### src/rtl/avl_st_video_packer_if.sv
// Avalon-ST streaming bundle shared by the packer sink (24-bit pixels) and source (packed words).
interface avl_st_video_packer_if #(
   parameter int DATA_W = 24
) ();
   logic [DATA_W-1:0] data;
   logic              valid;
   logic              ready;
   logic              sop;
   logic              eop;

   modport master (output data, valid, sop, eop, input ready);
   modport slave  (input data, valid, sop, eop, output ready);
endinterface

### src/rtl/avl_st_video_packer.sv
// Strips the Avalon-ST Video header and drops control packets.
// Packs RGB888/RGB565 pixels into OUT_BYTES-wide words behind a small show-ahead FIFO.
module avl_st_video_packer #(
   parameter int OUT_BYTES  = 4,
   parameter int FIFO_DEPTH = 4
) (
   input  logic                  clk,
   input  logic                  rst,
   input  logic                  cfg_rgb565,
   avl_st_video_packer_if.slave  in_avl_st,
   avl_st_video_packer_if.master out_avl_st,
   output logic                  frame_done,
   output logic [15:0]           ctrl_pkt_cnt
);
   localparam int REG_BYTES = 2 * OUT_BYTES;
   localparam int CNT_W     = $clog2(REG_BYTES + 1);
   localparam int PTR_W     = $clog2(FIFO_DEPTH);
   localparam int WORD_W    = 8 * OUT_BYTES;
   localparam logic [CNT_W-1:0] OB_C    = CNT_W'(OUT_BYTES);
   localparam logic [CNT_W:0]   RB_C    = (CNT_W+1)'(REG_BYTES);
   localparam logic [PTR_W:0]   DEPTH_C = (PTR_W+1)'(FIFO_DEPTH);

   typedef enum logic [1:0] {S_IDLE, S_VIDEO, S_SKIP, S_FLUSH} state_t;
   typedef struct packed {
      logic              sop;
      logic              eop;
      logic [WORD_W-1:0] data;
   } word_t;

   state_t                    state_q, state_d;
   logic [CNT_W-1:0]          cnt_q, cnt_d;
   logic [REG_BYTES-1:0][7:0] pack_q, pack_d;
   logic                      rgb565_q, rgb565_d;
   logic                      sop_pend_q, sop_pend_d;
   logic                      frame_done_q, frame_done_d;
   logic [15:0]               ctrl_cnt_q, ctrl_cnt_d;
   logic [PTR_W-1:0]          wptr_q, wptr_d, rptr_q, rptr_d;
   logic [PTR_W:0]            fcnt_q, fcnt_d;
   logic                      full_q, full_d;
   word_t                     mem_q [FIFO_DEPTH];

   logic [CNT_W-1:0] bpp, wr_bytes, cnt_left;
   logic [CNT_W:0]   fill_after;
   logic [2:0][7:0]  app;
   logic [15:0]      p565;
   logic             in_ready, acc, wr_en, rd_en, empty;
   word_t            wr_word, rd_word;
   int               idx;

   always_comb begin
      empty    = (fcnt_q == '0);
      rd_en    = !empty && out_avl_st.ready;
      bpp      = rgb565_q ? CNT_W'(2) : CNT_W'(3);
      wr_en    = !full_q && (((state_q == S_VIDEO) && (cnt_q >= OB_C)) ||
                             ((state_q == S_FLUSH) && (cnt_q != '0)));
      wr_bytes = '0;
      if (wr_en) wr_bytes = (cnt_q > OB_C) ? OB_C : cnt_q;
      cnt_left   = cnt_q - wr_bytes;
      fill_after = {1'b0, cnt_left} + {1'b0, bpp};

      in_ready = 1'b0;
      case (state_q)
         S_IDLE, S_SKIP: in_ready = 1'b1;
         S_VIDEO:        in_ready = (fill_after <= RB_C);
         default:        in_ready = 1'b0;
      endcase
      acc = in_avl_st.valid && in_ready;

      // Lanes beyond the live byte count are forced to zero so the flushed tail is padded.
      wr_word.sop  = sop_pend_q;
      wr_word.eop  = (state_q == S_FLUSH) && (cnt_q <= OB_C);
      wr_word.data = '0;
      for (int i = 0; i < OUT_BYTES; i++)
         wr_word.data[8*i +: 8] = (CNT_W'(i) < cnt_q) ? pack_q[i] : 8'h00;

      p565 = {in_avl_st.data[23:19], in_avl_st.data[15:10], in_avl_st.data[7:3]};
      app  = rgb565_q ? {8'h00, p565[15:8], p565[7:0]}
                      : {in_avl_st.data[7:0], in_avl_st.data[15:8], in_avl_st.data[23:16]};

      pack_d = pack_q;
      if (wr_en) begin
         for (int i = 0; i < OUT_BYTES; i++) begin
            pack_d[i]             = pack_q[i+OUT_BYTES];
            pack_d[i+OUT_BYTES]   = 8'h00;
         end
      end
      cnt_d      = cnt_left;
      state_d    = state_q;
      rgb565_d   = rgb565_q;
      ctrl_cnt_d = ctrl_cnt_q;
      sop_pend_d = sop_pend_q && !wr_en;
      idx        = 0;

      case (state_q)
         S_IDLE: if (acc && in_avl_st.sop) begin
            if (in_avl_st.data[3:0] == 4'h0) begin
               if (!in_avl_st.eop) begin
                  state_d    = S_VIDEO;
                  rgb565_d   = cfg_rgb565;
                  sop_pend_d = 1'b1;
               end
            end else begin
               ctrl_cnt_d = ctrl_cnt_q + 16'd1;
               if (!in_avl_st.eop) state_d = S_SKIP;
            end
         end
         S_SKIP: if (acc && in_avl_st.eop) state_d = S_IDLE;
         S_VIDEO: if (acc) begin
            // New bytes land directly after whatever survives this cycle's shift.
            for (int i = 0; i < REG_BYTES; i++) begin
               idx = i - int'(cnt_left);
               if (idx >= 0 && idx < int'(bpp)) pack_d[i] = app[idx[1:0]];
            end
            cnt_d = cnt_left + bpp;
            if (in_avl_st.eop) state_d = S_FLUSH;
         end
         S_FLUSH: if (wr_en && wr_word.eop) state_d = S_IDLE;
         default: state_d = S_IDLE;
      endcase

      wptr_d       = wptr_q + PTR_W'(wr_en);
      rptr_d       = rptr_q + PTR_W'(rd_en);
      fcnt_d       = fcnt_q + (PTR_W+1)'(wr_en) - (PTR_W+1)'(rd_en);
      full_d       = (fcnt_d == DEPTH_C);
      frame_done_d = wr_en && wr_word.eop;
   end

   always_ff @(posedge clk) begin
      if (rst) begin
         state_q      <= S_IDLE;
         cnt_q        <= '0;
         pack_q       <= '0;
         rgb565_q     <= 1'b0;
         sop_pend_q   <= 1'b0;
         frame_done_q <= 1'b0;
         ctrl_cnt_q   <= '0;
         wptr_q       <= '0;
         rptr_q       <= '0;
         fcnt_q       <= '0;
         full_q       <= 1'b0;
      end else begin
         state_q      <= state_d;
         cnt_q        <= cnt_d;
         pack_q       <= pack_d;
         rgb565_q     <= rgb565_d;
         sop_pend_q   <= sop_pend_d;
         frame_done_q <= frame_done_d;
         ctrl_cnt_q   <= ctrl_cnt_d;
         wptr_q       <= wptr_d;
         rptr_q       <= rptr_d;
         fcnt_q       <= fcnt_d;
         full_q       <= full_d;
      end
   end

   // Storage needs no reset: outputs are gated by the occupancy count.
   always_ff @(posedge clk) begin
      if (wr_en) mem_q[wptr_q] <= wr_word;
   end

   assign rd_word                = mem_q[rptr_q];
   assign in_avl_st.ready        = in_ready;
   assign out_avl_st.valid       = !empty;
   assign out_avl_st.data        = empty ? '0 : rd_word.data;
   assign out_avl_st.sop         = !empty && rd_word.sop;
   assign out_avl_st.eop         = !empty && rd_word.eop;
   assign frame_done             = frame_done_q;
   assign ctrl_pkt_cnt           = ctrl_cnt_q;
endmodule

### src/flat_wrapper.sv
// flat-port wrapper written by rule: the top's interface ports become plain ports
module avl_st_video_packer_flat 
#(
   parameter int OUT_BYTES  = 4,
   parameter int FIFO_DEPTH = 4
)
  (clk, rst, cfg_rgb565, frame_done, ctrl_pkt_cnt, in_avl_st_data, in_avl_st_valid, in_avl_st_sop, in_avl_st_eop, in_avl_st_ready, out_avl_st_data, out_avl_st_valid, out_avl_st_sop, out_avl_st_eop, out_avl_st_ready);
  avl_st_video_packer_if #(.DATA_W(24)) in_avl_st_i ();
  avl_st_video_packer_if #(.DATA_W(32)) out_avl_st_i ();
  input  logic clk;
  input  logic rst;
  input  logic cfg_rgb565;
  output logic frame_done;
  output logic [15:0] ctrl_pkt_cnt;
  input wire logic [$bits(in_avl_st_i.data)-1:0] in_avl_st_data;
  input wire logic [$bits(in_avl_st_i.valid)-1:0] in_avl_st_valid;
  input wire logic [$bits(in_avl_st_i.sop)-1:0] in_avl_st_sop;
  input wire logic [$bits(in_avl_st_i.eop)-1:0] in_avl_st_eop;
  output wire logic [$bits(in_avl_st_i.ready)-1:0] in_avl_st_ready;
  output wire logic [$bits(out_avl_st_i.data)-1:0] out_avl_st_data;
  output wire logic [$bits(out_avl_st_i.valid)-1:0] out_avl_st_valid;
  output wire logic [$bits(out_avl_st_i.sop)-1:0] out_avl_st_sop;
  output wire logic [$bits(out_avl_st_i.eop)-1:0] out_avl_st_eop;
  input wire logic [$bits(out_avl_st_i.ready)-1:0] out_avl_st_ready;
  assign in_avl_st_i.data = in_avl_st_data;
  assign in_avl_st_i.valid = in_avl_st_valid;
  assign in_avl_st_i.sop = in_avl_st_sop;
  assign in_avl_st_i.eop = in_avl_st_eop;
  assign in_avl_st_ready = in_avl_st_i.ready;
  assign out_avl_st_data = out_avl_st_i.data;
  assign out_avl_st_valid = out_avl_st_i.valid;
  assign out_avl_st_sop = out_avl_st_i.sop;
  assign out_avl_st_eop = out_avl_st_i.eop;
  assign out_avl_st_i.ready = out_avl_st_ready;
  avl_st_video_packer #(.OUT_BYTES(OUT_BYTES), .FIFO_DEPTH(FIFO_DEPTH)) u_core (.clk(clk), .rst(rst), .cfg_rgb565(cfg_rgb565), .in_avl_st(in_avl_st_i), .out_avl_st(out_avl_st_i), .frame_done(frame_done), .ctrl_pkt_cnt(ctrl_pkt_cnt));
endmodule
### config.mk
export PLATFORM = sky130hd
export DESIGN_NAME = avl_st_video_packer_flat
export DESIGN_NICKNAME = d
export VERILOG_FILES = /design/src/rtl/avl_st_video_packer_if.sv /design/src/rtl/avl_st_video_packer.sv /design/src/flat_wrapper.sv
export SDC_FILE = /design/constraint.sdc
export NUM_CORES = 1
export LEC_CHECK = 0
export BUFFER_PORTS_ARGS = -buffer_cell sky130_fd_sc_hd__buf_4
export CAP_MARGIN = 40
export CORE_UTILIZATION = 55
export CTS_BUF_LIST = sky130_fd_sc_hd__clkbuf_4 sky130_fd_sc_hd__clkbuf_8
export DETAILED_ROUTE_END_ITERATION = 8
export HOLD_SLACK_MARGIN = 0.02
export PLACE_DENSITY_LB_ADDON = 0.15
export SLEW_MARGIN = 15
export SYNTH_ARGS = -nofsm -noshare
export SYNTH_HDL_FRONTEND = slang
export SYNTH_SLANG_ARGS = --single-unit
### constraint.sdc
create_clock -name clk -period 7.05 [get_ports clk]
set_input_delay 1.41 -clock clk [delete_from_list [all_inputs] [get_ports clk]]
set_output_delay 1.41 -clock clk [all_outputs]
set_load 0.02 [all_outputs]
# --- Word-level counts from Yosys, hierarchy flattened ---
# Memory sizes are Yosys's and may differ from the RTL's. A register that Yosys moved wholly into a read port is not among the register bits.
# Index checks and enable logic that the tools add are counted.
classes:
  addsub: 16
  magnitude_cmp: 32
  n_eq_ne: 10
  muxes: 55
  bitwise: 2
  n_reduce_logical: 32
op_table:
  columns: ["cell", "n"]
  rows:
  - ["32-bit by 1-bit greater-or-equal comparator with 1-bit output, second input constant", 8]
  - ["32-bit by 5-bit < comparator with 1-bit output", 8]
  - ["64-bit two-way mux", 3]
  - ["8-bit two-way mux", 20]
  - ["8-bit binary-select mux with 2-bit select", 8]
  - ["32-bit two-way mux", 1]
  - ["2-bit by 3-bit < comparator with 1-bit output, second input constant", 8]
  - ["24-bit two-way mux", 1]
  - ["1-bit logical AND", 20]
  - ["3-bit by 4-bit subtractor with 5-bit output, first input constant", 4]
  - ["2-bit two-way mux", 9]
  - ["16-bit by 1-bit adder with 16-bit output, second input constant", 1]
  - ["4-bit two-way mux", 4]
  - ["1-bit by 4-bit subtractor with 5-bit output, first input constant", 2]
  - ["2-bit by 4-bit subtractor with 5-bit output, first input constant", 2]
  - ["1-bit by 4-bit < comparator with 1-bit output, first input constant", 2]
  - ["2-bit by 4-bit < comparator with 1-bit output, first input constant", 2]
  - ["2-bit by 1-bit != test with 1-bit output, second input constant", 4]
  - ["2-bit one-hot mux with 4 select lines", 1]
  - ["1-bit two-way mux", 7]
  - ["6-bit AND reduction", 1]
  - ["4-bit by 4-bit adder with 5-bit output", 1]
  - ["5-bit by 4-bit less-or-equal comparator with 1-bit output, second input constant", 1]
  - ["2-bit by 1-bit adder with 2-bit output", 2]
  - ["22 further kinds", 27]
word_totals:
  ff_bits: 97
  ramBits: 136
  in_bits: 31
  out_inout_bits: 53
  wordCells: 166
  n_memories: 1
mem_list:
  columns: ["memory", "depth", "word_bits", "rd", "rd_clocked_by_memory_dff", "write_ports", "line_no", "rtl"]
  rows:
  - ["u_core.mem_q", 4, 34, 1, 1, 1, "avl_st_video_packer.sv:40", "word_t mem_q [FIFO_DEPTH];"]

# --- Depth between registers and ports, before layout ---
depth:
  word_depth: 13
  depth_mapped: 23
  mapped_depth_nobuf: 16

# --- Worst setup path after synthesis ---
# No wires, ideal clock.
synth_path:
  path_type: "reg2out"
  from: "register u_core.state_q[1]"
  to: "output port in_avl_st_ready"
  arrival_time_ns: 4.468
  required_ns: 5.640
  path_slack_ns: 1.172
  path_stages_with_launch: 23
  n_path_buf: 7
  cell_sequence: "dfxtp_1 > clkbuf_1 > o21ai_0 > nand2_1 > nand2_1 > clkinv_1 > clkbuf_1 > buf_1 > and3_1 > ha_1 > inv_1 > fa_1 > inv_1 > clkbuf_1 > ha_1 > buf_1 > o41ai_1 > a31oi_1 > o31a_1 > buf_6 > o21a_1 > buf_6 > inv_1"
synth_via:
  elab_chain_len: 9
  word_cells_on_any_way: 14
  cone_classes: "2 x add/sub; 1 x order compare; 3 x eq/ne; 2 x mux; 6 x reduce/logical"
synth_lines:
  columns: ["item", "line_no", "rtl"]
  rows:
  - ["from (decl)", "avl_st_video_packer.sv:30", "state_t state_q, state_d;"]
  - ["from (signal assigned)", "avl_st_video_packer.sv:142", "state_q <= state_d;"]
  - ["2-bit by 1-bit == test with 1-bit output / 2-bit == test (equally long branches)", "avl_st_video_packer.sv:54, avl_st_video_packer.sv:62, avl_st_video_packer.sv:55", null]
  - ["1-bit logical AND, on equally long branches", "avl_st_video_packer.sv:54, avl_st_video_packer.sv:55", null]
  - ["1-bit logical OR", "avl_st_video_packer.sv:54", "wr_en = !full_q && (((state_q == S_VIDEO) && (cnt_q >= OB_C)) ||"]
  - ["1-bit logical AND", "avl_st_video_packer.sv:54", null]
  - ["4-bit two-way mux", "avl_st_video_packer.sv:57", "if (wr_en) wr_bytes = (cnt_q > OB_C) ? OB_C : cnt_q;"]
  - ["4-bit subtractor", "avl_st_video_packer.sv:58", "cnt_left = cnt_q - wr_bytes;"]
  - ["4-bit by 4-bit adder with 5-bit output", "avl_st_video_packer.sv:59", "fill_after = {1'b0, cnt_left} + {1'b0, bpp};"]
  - ["5-bit by 4-bit less-or-equal comparator with 1-bit output", "avl_st_video_packer.sv:64", "S_VIDEO: in_ready = (fill_after <= RB_C);"]
  - ["1-bit one-hot mux with 2 select lines (*)", "avl_st_video_packer.sv:62", "case (state_q)"]
  - ["to (decl)", "flat_wrapper.sv:19", "output wire logic [$bits(in_avl_st_i.ready)-1:0] in_avl_st_ready;"]
# Mark *: on every way between the ends. The rest lies on a longest branch, timed or not.

# --- Worst setup path after layout ---
layout_path:
  from: "register u_core.cnt_q[3]"
  to: "output port in_avl_st_ready"
layout_via:
  elab_chain_len: 9
  word_cells_on_any_way: 13
  cone_classes: "2 x add/sub; 3 x order compare; 3 x mux; 5 x reduce/logical"
layout_lines:
  columns: ["item", "line_no", "rtl"]
  rows:
  - ["from (decl)", "avl_st_video_packer.sv:31", "logic [CNT_W-1:0] cnt_q, cnt_d;"]
  - ["from (signal assigned)", "avl_st_video_packer.sv:143", "cnt_q <= cnt_d;"]
  - ["4-bit by 3-bit greater-or-equal comparator with 1-bit output / 4-bit nonzero test (equally long branches)", "avl_st_video_packer.sv:54, avl_st_video_packer.sv:55", null]
  - ["1-bit logical AND, on equally long branches", "avl_st_video_packer.sv:54, avl_st_video_packer.sv:55", null]
  - ["1-bit logical OR", "avl_st_video_packer.sv:54", null]
  - ["1-bit logical AND", "avl_st_video_packer.sv:54", null]
  - ["4-bit two-way mux", "avl_st_video_packer.sv:57", null]
  - ["4-bit subtractor (*)", "avl_st_video_packer.sv:58", null]
  - ["4-bit by 4-bit adder with 5-bit output (*)", "avl_st_video_packer.sv:59", null]
  - ["5-bit by 4-bit less-or-equal comparator with 1-bit output (*)", "avl_st_video_packer.sv:64", null]
  - ["1-bit one-hot mux with 2 select lines (*)", "avl_st_video_packer.sv:62", null]
# Marked as above.

==> impl_metrics.csv <==
group,metric,value,unit
critical_path,crit_fanout,39,
yosys,synth.distinct_cells,61,
power,power.leakage,4.60,nW
routing,vias,7173,
job,max-cap-violations,0,
yosys,synthesis.area,11000,um2
routing,drt_pass1_iterations,5,
cts,htreeDepth,2,
sta,post-route-period-util,89.3,%
layout,final_layout_size_suffix_gt1_share,22.5,%
critical_path,end_kind,"output pin",
layout,post-route-cell-area,12600,um2
sta,rsz0062_at_grt,"no",
power,p_sw_share,28.3,%
sta,slew_viol_final,0,
yosys,ys_seq_elements,233,
placed_design,placed_area,11900,um2
yosys,yosys.area_share.simple,14.3,%
global_route,antenna_found_initial,0,
sta,hold-worst-slack,0.459,ns
yosys,synthAdderAreaFrac,2.64,%
cts,cts.sinks,233,
cts,cts_tree,"done",
cts,cts_hold_buf,0,
cts,clk_pin_slew,0.06,ns
sta,period_needed,6.30,ns
power,power_switching,957,uW
global_route,grt_max_degree,69,
critical_path,cp_data_arrival_time,4.89,ns
cts,post-cts-setup-buffer-count,0,
yosys,synth_compound_area_share,7.36,%
floorplan,die_area,20500,um2
sta,hold_viol,0,
floorplan,die_w,143,um
yosys,synth_xor_area_share,1.65,%
sta,tightest_slew,0.872,ns
yosys,syn-instance-count,903,
floorplan,die_h,143,um
cts,cts_buffer_depth,3,
cts,numCtsBuffers,39,
floorplan,core-area,19500,um2
sta,clock_skew,0.0268,ns
power,max-vdd-ir-drop,0.000144,V
yosys,synth_top_family_by_area,"multiplexers",
placed_design,place.gp.congestion,0.916,
yosys,synth_warnings,0,
global_route,grt_pass1_wl,35400,um
yosys,async_flop_share,0,%
yosys,synth_edf_count,136,
global_route,track_usage,22.6,%
placed_design,dp_hpwl,15400,um
yosys,syn-num-nets,956,
critical_path,worstPathRequired,5.64,ns
cts,root_buffer,"clkbuf_8",
critical_path,worstSetupPathType,"register to output pin",
yosys,yosysSeqAreaShare,54.9,%
hold_path,hold_class,"register to register",
floorplan,std_cell_rows,51,
run_status,status,"finished, final reports clean",
layout,fill_cells,1572,
global_route,grt_overflow,0,
floorplan,initial_core_util,56.2,%
cts,clk_latency,0.52,ns
routing,drt_wl_total,22700,um
power,power.internal,2.42,mW
power,pwr-share-clk,32.8,%
floorplan,ios,84,
yosys,avgSynthCellArea,12.2,um2
layout,area.growth.synth_to_final,15.2,%
routing,wl_per_cell,17.7,um
routing,drtIter0Drc,402,
sta,finalSetupViolCount,0,
yosys,synth_top_flop_cell,"edfxtp_1",
layout,diodes,0,
layout,nNetsFinal,1044,
power,power_frac_comb,23.4,%
yosys,synth.area.mux_share,16.1,%
cts,cts_resized,0,
critical_path,cp-start-kind,"register",
sta,fmax,159,MHz
power,p_seq_share,43.8,%
sta,max_slew_margin,41.6,%
routing,vias_per_cell,5.59,
global_route,grt_pass1_vias,6691,
placed_design,portBuffers,83,
routing,drc_errors,0,
routing,drtAntennaViolNets,0,
power,power.density,267,nW/um2
sta,tns,0,ns
-- Yosys cell counts (3+ instances only) --
cell / instances / area (um2)
nand3_1: 10 / 50.1
xnor2_1: 12 / 105
xor2_1: 5 / 43.8
o21ai_0: 27 / 135
o211ai_4: 3 / 63.8
nand4_1: 7 / 43.8
o31ai_1: 10 / 75.1
nand2b_1: 4 / 25.0
or2_2: 3 / 18.8
o2bb2ai_1: 8 / 70.1
nor2b_1: 76 / 475
or3_1: 6 / 37.5
nor2_1: 58 / 218
inv_1: 23 / 86.3
edfxtp_1: 136 / 4080
o22ai_1: 8 / 50.1
nand3b_1: 5 / 37.5
and2_1: 9 / 56.3
dfxtp_1: 97 / 1940
buf_1: 11 / 41.3
mux2i_1: 69 / 691
mux4_2: 40 / 901
buf_6: 3 / 33.8
nor3_1: 7 / 35.0
a21o_1: 4 / 30.0
o211ai_1: 16 / 120
nand2_1: 84 / 315
a21oi_1: 38 / 190
mux2_1: 5 / 56.3
clkbuf_1: 37 / 139
nor3b_1: 4 / 30.0
mux2_2: 11 / 124
ha_1: 20 / 250
and3_1: 13 / 81.3
-- state kept, by name, summed over array words and instances, names as in the netlist, 2 cells and up --
register and count:
u_core.pack_q 64, u_core.rptr_q 2, u_core.state_q 2, u_core.fcnt_q 3, u_core.ctrl_pkt_cnt 16, u_core.mem_q 136, u_core.cnt_q 4, u_core.wptr_q 2
-- layout make-up --
type                       instances  area, um2  share of cell area, %
clock buffer                      52        653                   5.17
multi-input combinational        590       4650                   36.8
timing repair buffer             101        806                   6.37
tap                              265        332                   2.62
inverter                          26        100                  0.792
sequential                       233       6030                   47.7
clock inverter                    17       78.8                  0.623
-- metal layers --
| layer | routed length, um | GRT usage, % | part of all wire [%] |
|---|---|---|---|
| met2 | 10200 | 35.2 | 45 |
| met5 | 0 | 0 | 0 |
| met3 | 1430 | 4.33 | 6.3 |
| met4 | 448 | 7.11 | 2.0 |
| met1 | 10600 | 32.1 | 47 |
-- placed cells by master, fill, tap and decap left out, drive strengths merged, types with 5 or more instances in the layout --
cell	synthesis	final
o2bb2ai	8	8
ha	20	20
nor2b	76	76
edfxtp	136	136
nand2	85	85
and2	10	10
and3	13	13
dfxtp	97	97
xor2	6	6
o31ai	10	10
or3	6	6
nor3b	5	5
nand3	10	10
o211ai	19	19
a21oi	38	38
o22ai	8	8
mux2	16	16
clkinv	2	16
buf	17	101
mux2i	69	69
xnor2	13	13
or2	5	5
o21ai	28	28
clkbuf	37	52
nand4	7	7
nor2	58	58
nand3b	5	5
nor3	8	8
inv	24	24
mux4	40	40
-- power groups by stage --
stage	sequential [mW]	combinational, mW	clock, mW
3_5_place_dp	1.51	0.802	0
5_1_grt	1.49	0.856	1.19
3_3_place_gp	1.51	0.791	0
6_report	1.48	0.789	1.11
4_1_cts	1.48	0.803	1.13
2_1_floorplan	1.48	0.547	0
-- final timing paths --
kind                                   startpoint                 to  slack [ns]  depth (start not counted)
worst min-delay path            u_core.pack_q[33]  u_core.pack_q[33]        0.46                          2
worst max register to register    u_core.cnt_q[3]  u_core.pack_q[34]        2.12                         17
worst min register to register  u_core.pack_q[33]  u_core.pack_q[33]        0.46                          2
worst max-delay path              u_core.cnt_q[3]    in_avl_st_ready        0.75                         18
-- kinds of logic after synthesis --
logic type,Yosys count
AOI/OAI and AO/OA,123
xor gates and xnor gates,19
adders and majority gates,22
buffers and inverters,80
DFF,233
muxes,125
and+or+nand+nor,301
-- through the flow --
stage               instances  setup WS, ns  power, mW  util (%)
floorplan                 903          1.17       2.02         -
global route             1284         0.318       3.53      64.8
global placement         1210          1.44       2.30      60.6
detailed placement       1215          1.36       2.31      61.0
finish                   1284         0.754       3.38      64.8
CTS                      1284         0.765       3.42      64.8
-- worst max-delay path, cell delays in order, from the launching register on --
cell	delay, ns
dfxtp_1	0.36
nor2_1	0.12
buf_4	0.19
nand2_1	0.07
nand2_1	0.41
clkinv_1	0.20
and3_1	0.23
ha_1	0.27
buf_4	0.42
inv_1	0.24
ha_1	0.28
inv_1	0.08
ha_1	0.26
o41ai_1	0.38
a31oi_1	0.13
o31a_1	0.14
o21a_1	0.33
inv_1	0.10
buf_4	0.14
Note: power is estimated with default switching activity, not from simulation.
